==> src/rtl/aib_rxdp_wm_align.sv <==
// Read-domain word-marker aligner: hunts the half-word phase from the per-half
// marker bits, locks it, and emits 78-bit marker-stripped words.

module aib_rxdp_wm_align_chk (
  input logic rx_clock_fifo_rd_clk,
  input logic rx_reset_fifo_rd_rst_n,
  input logic dout_vld,
  input logic align_lock,
  input logic align_err
);

  // The unlock pulse never coincides with valid data or a lock indication
  a_err_exclusive : assert property (
    @(posedge rx_clock_fifo_rd_clk) disable iff (!rx_reset_fifo_rd_rst_n)
    align_err |-> (!dout_vld && !align_lock)
  );

endmodule

module aib_rxdp_wm_align #(
  parameter int unsigned LOCK_CNT   = 4,
  parameter int unsigned UNLOCK_CNT = 3
) (
  input  logic        rx_clock_fifo_rd_clk,
  input  logic        rx_reset_fifo_rd_rst_n,
  input  logic [79:0] din,
  input  logic        din_vld,
  input  logic        r_wm_en,
  output logic [77:0] dout,
  output logic        dout_vld,
  output logic        align_lock,
  output logic        align_phase,
  output logic        align_err
);

  typedef enum logic [1:0] {
    HUNT   = 2'd0,
    VERIFY = 2'd1,
    LOCKED = 2'd2
  } state_t;

  localparam logic [4:0] LOCK_CNT_C   = 5'(LOCK_CNT);
  localparam logic [4:0] UNLOCK_CNT_C = 5'(UNLOCK_CNT);

  function automatic logic [3:0] sat_inc(input logic [4:0] sum);
    return sum[4] ? 4'hF : sum[3:0];
  endfunction

  state_t      state_r;
  state_t      state_nxt_s;
  logic [3:0]  gcnt_r;
  logic [3:0]  gcnt_nxt_s;
  logic [3:0]  ecnt_r;
  logic [3:0]  ecnt_nxt_s;
  logic        phase_r;
  logic        phase_nxt_s;
  logic        err_nxt_s;
  // Only the data bits of the previous lower half are ever forwarded
  logic [38:0] prev_r;
  logic [1:0]  mk_s;
  logic [1:0]  pat_s;
  logic        match_s;
  logic [4:0]  gcnt_inc_s;
  logic [4:0]  ecnt_inc_s;
  logic [77:0] aligned_s;
  logic        vld_nxt_s;
  logic [77:0] dout_r;
  logic        dout_vld_r;
  logic        align_lock_r;
  logic        align_phase_r;
  logic        align_err_r;

  // Marker decode and next-state / counter evaluation
  always_comb begin
    mk_s        = {din[79], din[39]};
    pat_s       = phase_r ? 2'b01 : 2'b10;
    match_s     = din_vld && (mk_s == pat_s);
    gcnt_inc_s  = {1'b0, gcnt_r} + 5'd1;
    ecnt_inc_s  = {1'b0, ecnt_r} + 5'd1;
    state_nxt_s = state_r;
    gcnt_nxt_s  = gcnt_r;
    ecnt_nxt_s  = ecnt_r;
    phase_nxt_s = phase_r;
    err_nxt_s   = 1'b0;
    if (!r_wm_en) begin
      state_nxt_s = HUNT;
      gcnt_nxt_s  = 4'd0;
      ecnt_nxt_s  = 4'd0;
      phase_nxt_s = 1'b0;
    end else if (din_vld) begin
      case (state_r)
        HUNT: begin
          if ((mk_s == 2'b10) || (mk_s == 2'b01)) begin
            phase_nxt_s = mk_s[0];
            gcnt_nxt_s  = 4'd1;
            state_nxt_s = (LOCK_CNT_C == 5'd1) ? LOCKED : VERIFY;
          end else begin
            state_nxt_s = HUNT;
          end
        end
        VERIFY: begin
          if (match_s) begin
            gcnt_nxt_s  = sat_inc(gcnt_inc_s);
            state_nxt_s = (gcnt_inc_s == LOCK_CNT_C) ? LOCKED : VERIFY;
          end else begin
            // The breaking word is dropped, not retried as a HUNT candidate
            state_nxt_s = HUNT;
            gcnt_nxt_s  = 4'd0;
          end
        end
        LOCKED: begin
          if (match_s) begin
            ecnt_nxt_s = 4'd0;
          end else if (ecnt_inc_s == UNLOCK_CNT_C) begin
            state_nxt_s = HUNT;
            gcnt_nxt_s  = 4'd0;
            ecnt_nxt_s  = 4'd0;
            err_nxt_s   = 1'b1;
          end else begin
            ecnt_nxt_s = sat_inc(ecnt_inc_s);
          end
        end
        default: begin
          state_nxt_s = HUNT;
          gcnt_nxt_s  = 4'd0;
          ecnt_nxt_s  = 4'd0;
        end
      endcase
    end else begin
      state_nxt_s = state_r;
    end
  end

  // Half-word alignment and output qualifier
  always_comb begin
    if (r_wm_en && phase_nxt_s) begin
      aligned_s = {prev_r, din[78:40]};
    end else begin
      aligned_s = {din[78:40], din[38:0]};
    end
    if (r_wm_en) begin
      vld_nxt_s = din_vld && (state_nxt_s == LOCKED);
    end else begin
      vld_nxt_s = din_vld;
    end
  end

  // FSM state, counters, previous-half register and registered outputs
  always_ff @(posedge rx_clock_fifo_rd_clk or negedge rx_reset_fifo_rd_rst_n) begin
    if (!rx_reset_fifo_rd_rst_n) begin
      state_r       <= HUNT;
      gcnt_r        <= 4'd0;
      ecnt_r        <= 4'd0;
      phase_r       <= 1'b0;
      prev_r        <= 39'd0;
      dout_r        <= 78'd0;
      dout_vld_r    <= 1'b0;
      align_lock_r  <= 1'b0;
      align_phase_r <= 1'b0;
      align_err_r   <= 1'b0;
    end else begin
      state_r       <= state_nxt_s;
      gcnt_r        <= gcnt_nxt_s;
      ecnt_r        <= ecnt_nxt_s;
      phase_r       <= phase_nxt_s;
      dout_vld_r    <= vld_nxt_s;
      align_lock_r  <= (state_nxt_s == LOCKED);
      align_phase_r <= phase_nxt_s;
      align_err_r   <= err_nxt_s;
      if (din_vld) begin
        prev_r <= din[38:0];
        dout_r <= aligned_s;
      end else begin
        prev_r <= prev_r;
        dout_r <= dout_r;
      end
    end
  end

  assign dout        = dout_r;
  assign dout_vld    = dout_vld_r;
  assign align_lock  = align_lock_r;
  assign align_phase = align_phase_r;
  assign align_err   = align_err_r;

  aib_rxdp_wm_align_chk u_chk (
    .rx_clock_fifo_rd_clk   (rx_clock_fifo_rd_clk),
    .rx_reset_fifo_rd_rst_n (rx_reset_fifo_rd_rst_n),
    .dout_vld               (dout_vld_r),
    .align_lock             (align_lock_r),
    .align_err              (align_err_r)
  );

endmodule
==> config.mk <==
export PLATFORM = sky130hd
export DESIGN_NAME = aib_rxdp_wm_align
export DESIGN_NICKNAME = d
export VERILOG_FILES = /design/src/rtl/aib_rxdp_wm_align.sv
export SDC_FILE = /design/constraint.sdc
export NUM_CORES = 1
export LEC_CHECK = 0
export ABC_AREA = 0
export BUFFER_PORTS_ARGS = -buffer_cell sky130_fd_sc_hd__clkbuf_2
export CELL_PAD_IN_SITES_DETAIL_PLACEMENT = 1
export CELL_PAD_IN_SITES_GLOBAL_PLACEMENT = 2
export CORE_MARGIN = 1
export CORE_UTILIZATION = 32
export CTS_CLUSTER_SIZE = 30
export DETAILED_ROUTE_END_ITERATION = 16
export GPL_TIMING_DRIVEN = 1
export PLACE_DENSITY_LB_ADDON = 0.3
export SYNTH_ARGS = -nofsm -noshare
export SYNTH_HDL_FRONTEND = slang
export SYNTH_HIERARCHICAL = 1
export SYNTH_SLANG_ARGS = --single-unit
==> constraint.sdc <==
create_clock -name rx_clock_fifo_rd_clk -period 2.6 [get_ports rx_clock_fifo_rd_clk]
set_clock_uncertainty 0.2 [all_clocks]
set_input_delay 0.52 -clock rx_clock_fifo_rd_clk [delete_from_list [all_inputs] [get_ports rx_clock_fifo_rd_clk]]
set_output_delay 0.52 -clock rx_clock_fifo_rd_clk [all_outputs]
set_load 0.02 [all_outputs]
==> results.md <==
- The run finished with clean final reports.
- For this run, the share of the core covered by cells in the final layout is 0.416.
- The total via count after detailed routing is 5,601.
- After clock tree synthesis, the clock-pin slew on the worst setup and hold paths is 0.06 ns.
- The wire length of the first global-routing pass is 31,600 µm.
- The critical path is of the flip-flop to flip-flop type.
- Once detail routing completed, the nets flagged for antenna violations numbered 0.
- The setup slack of the worst register-to-register path is 0.43 ns.
- The number of buffers inserted to repair setup after CTS is 0.
- Global routing finished with a remaining overflow of 0.
- The reg-to-reg critical path startpoint is state_r[1]$_DFF_PN0_.
- The sequential-to-total area share from yosys stat is 0.533.
- The wire-length estimate of the detail-placed layout is 12,600 µm.
- For this run, design rule violations remaining after detail routing come to 0.
- In this run the tool buffered the top-level ports with 165 buffer cells.
- The total standard cell area after synthesis is 6150 µm².
- The area taken by multi-input logic gates is 2590 µm².
- The path class of the lowest-slack min-delay path is input pin to flip-flop.
- The share of total power dissipated in sequential elements is 0.406.
- The number of core rows is 50.
- From bottom edge to top edge, the die measures 141 µm.
- The share of final-layout standard cells stronger than drive strength 1 is 0.340.
- The power per cell area is 746 nW/µm².
- Measured along the x axis, the die boundary spans 141 µm.
- The worst setup path is launched from a flip-flop.
- The number of buffers added by the clock tree synthesis step is 17.
- The clock root buffer is sky130_fd_sc_hd__clkbuf_16.
- The synthesized design spends more area on one cell type than any other, namely sky130_fd_sc_hd__dfrtp_1.
- The category of the worst setup path capture point is a flip-flop.
- The net load switching power is 1710 µW.
- The number of H-tree levels is 4.
- The minimum clock period is 2.17 ns.
- The worst hold margin is 0.142 ns.
- The worst hold path passes through 3 cells.
- Setup violations remaining at the end of the flow were counted as 0.
- The total nets after synthesis is 712.
- The worst-skew pair later-pin latency is 0.42 ns.
- The largest net degree at the start of global routing is 60.
- The die footprint is 19,800 µm².
- CTS saw 131 sinks.
- The number of distinct library cells after synthesis is 50.
- The number of global-route vias before repair came to 5,925.
- The slew of the pin with the lowest slew margin is 0.704 ns.
- In the global route stage, overall resource usage came out at 0.203.
- The instance area at placement is 7180 µm².
- The net count of the finished layout is 851.
- For this run, the number of Yosys warnings is 6.
- The internal portion of the total power is 4110 µW.
- The most frequent standard cell in the layout excluding fill and tap cells is sky130_fd_sc_hd__clkbuf_2.
- For this run, the top clock speed supported by timing is 460 MHz.
- For the worst setup path, the data required time is 2.74 ns.
- Max-cap violations in this run came to 0.
- The floorplan step defined a core boundary enclosing 18,800 µm².
- In this run, placement finished with an instance count of 978.
- The number of cells in the finished layout apart from fillers is 1,011.
- The leakage power is 0.00340 µW.
- The share of total power dissipated in the clock network is 0.434.
- In the final routed layout, each cell accounts on average for 19.4 µm.
- The number of synthesized flops with an enable pin is 0.
- Counting flops with an async set or reset pin after synthesis yields a share of 1.00.
- The maximum vdd ir drop is 437 µV.
- In this run, synthesis produced a sequential element count of 131.
- The gate count after technology mapping is 625.
- The count of final hold-check violations came to 0.
- The final standard cell area without fillers is 7800 µm².
- Leaving out fill and tap cells, the most frequent cells in the layout are 163 x sky130_fd_sc_hd__clkbuf_2, 131 x sky130_fd_sc_hd__dfrtp_1, 83 x sky130_fd_sc_hd__o21ai_0.
- The number of antenna diodes is 0.
- The total negative slack for setup checks is 0 ns.
- The DRC violation total after the first TritonRoute iteration is 232.
- The register area is 3280 µm².
- Of the total power, the share spent switching nets is 0.293.
- The period utilization is 0.836.
- The number of detailed-routing iterations run before antenna repair is 4.
- The startpoint of the worst hold path is din[5].
- The wire length reported by the detailed router is 19,600 µm.
- The most critical setup path has its startpoint at state_r[1]$_DFF_PN0_.
- The clock passes through at most 2 buffers.
- The boundary pin count is 166.
- The area growth from synthesis to final layout is 26.9%.
- The share of synthesized area in the top cell type comes to 0.533.
- Among all flip-flop cells after synthesis, the most frequent one is sky130_fd_sc_hd__dfrtp_1.
- For the worst flop-to-flop path, the logic depth is 5.
- The initial antenna violation count is 0.
- After synthesis, the cell types taking the most area are sky130_fd_sc_hd__dfrtp_1 53%, sky130_fd_sc_hd__a31oi_1 8.2%, sky130_fd_sc_hd__mux2_2 7.1%, sky130_fd_sc_hd__o21ai_0 6.8%, sky130_fd_sc_hd__a21oi_1 6.7%.
- The critical path data arrival time is 2.31 ns.
- Along the worst path, the maximum fanout reaches 32.
- The final weighted congestion of routability-driven global placement is 0.781.
- The filler cells instantiated in the layout total 2,206.
- The CTS tree is yes.
- The count of pins over their slew limit came to 0.
- Setup repair after global routing left no endpoint under its margin.
- In the routed layout, each cell is associated on average with a via count of 5.54.
- The combinational share of power is 0.160.
- Each instance of the synthesized netlist takes up on average 9.84 µm².
- For this configuration, the core starts out at a cell density of 0.328.
- Headroom to the max-slew limit came out at 0.531.
-- critical path, cell delays in order, from the launching register on --
cell and delay (ns):
sky130_fd_sc_hd__dfrtp_1 0.49, sky130_fd_sc_hd__nor4b_2 0.48, sky130_fd_sc_hd__o21a_2 0.22, sky130_fd_sc_hd__buf_4 0.35
sky130_fd_sc_hd__a31oi_1 0.16, sky130_fd_sc_hd__a21oi_1 0.18
-- cells in the mapped netlist, types with 2 or more instances --
cell type / n
sky130_fd_sc_hd__o21ai_0: 83
sky130_fd_sc_hd__ha_1: 3
sky130_fd_sc_hd__nand2b_1: 3
sky130_fd_sc_hd__a32o_1: 2
sky130_fd_sc_hd__a31oi_1: 81
sky130_fd_sc_hd__a211oi_1: 2
sky130_fd_sc_hd__o22ai_1: 3
sky130_fd_sc_hd__nand3b_1: 2
sky130_fd_sc_hd__dfrtp_1: 131
sky130_fd_sc_hd__buf_6: 4
sky130_fd_sc_hd__nand2_1: 8
sky130_fd_sc_hd__mux2_2: 39
sky130_fd_sc_hd__nand4bb_1: 2
sky130_fd_sc_hd__and4b_1: 2
sky130_fd_sc_hd__nor2_1: 82
sky130_fd_sc_hd__and3_1: 2
sky130_fd_sc_hd__inv_1: 4
sky130_fd_sc_hd__nand3_1: 3
sky130_fd_sc_hd__o21a_1: 2
sky130_fd_sc_hd__a21oi_1: 82
sky130_fd_sc_hd__buf_1: 13
sky130_fd_sc_hd__nor3b_1: 2
sky130_fd_sc_hd__buf_2: 14
sky130_fd_sc_hd__clkbuf_1: 30
-- flip-flops by register name, summed over array words and instances, names as in the netlist --
register,cells
align_lock,1
state_r,2
dout_vld,1
align_phase,1
prev_r,39
align_err,1
ecnt_r,4
gcnt_r,4
dout,78
-- metrics by stage --
step | setup slack, ns | power [µW]
after detailed placement | 0.277 | 3340
final | 0.427 | 5820
after CTS | 0.391 | 5900
after global placement | 0.380 | 3300
after global routing | 0.262 | 6070
after floorplan | 0.612 | 2920
-- power groups by stage --
stage / combinational [µW] / sequential, µW / clock (µW)
after global placement: 912 / 2390 / 0
after detailed placement: 942 / 2400 / 0
final: 933 / 2360 / 2520
after global routing: 1020 / 2390 / 2670
after CTS: 947 / 2360 / 2590
after floorplan: 396 / 2520 / 0
-- what timing repair did --
item | CTS | global route
resized for setup | 0 | 0
hold endpoints to repair | 53 | 0
hold buffers | 1 | 0
-- cells by family after synthesis --
kind of cell / Yosys count / share of synthesized area
compound gates: 269 / 0.251
flops: 131 / 0.533
simple gates: 115 / 0.0871
buf+inv: 66 / 0.0480
mux: 40 / 0.0731
fa+ha+maj: 3 / 0.00611
xor+xnor: 1 / 0.00143
-- metal layers --
metal | global-route usage | up-vias | wire (µm)
met3 | 0.0493 | 20 | 950
met1 | 0.254 | 2884 | 8800
met5 | 0 | - | 0
li1 | - | 2560 | -
met4 | 0.0835 | 0 | 269
met2 | 0.335 | 137 | 9600
-- worst paths after layout --
check | to
worst max-delay path | dout[69]$_DFFE_PN0P_
worst min-delay path | dout[5]$_DFFE_PN0P_
worst max register to register | dout[69]$_DFFE_PN0P_
worst min register to register | prev_r[20]$_DFFE_PN0P_
max in group asynchronous | prev_r[22]$_DFFE_PN0P_
min in group asynchronous | dout[21]$_DFFE_PN0P_
-- layout make-up --
cell class / instances / share of cell area
clock buffers: 18 / 0.0563
multi-input cells: 428 / 0.332
flip-flops and latches: 131 / 0.420
well taps: 234 / 0.0375
inverters: 5 / 0.00241
clock inverters: 14 / 0.0225
repair buffers: 181 / 0.129
Note: power is estimated with default switching activity, not from simulation.
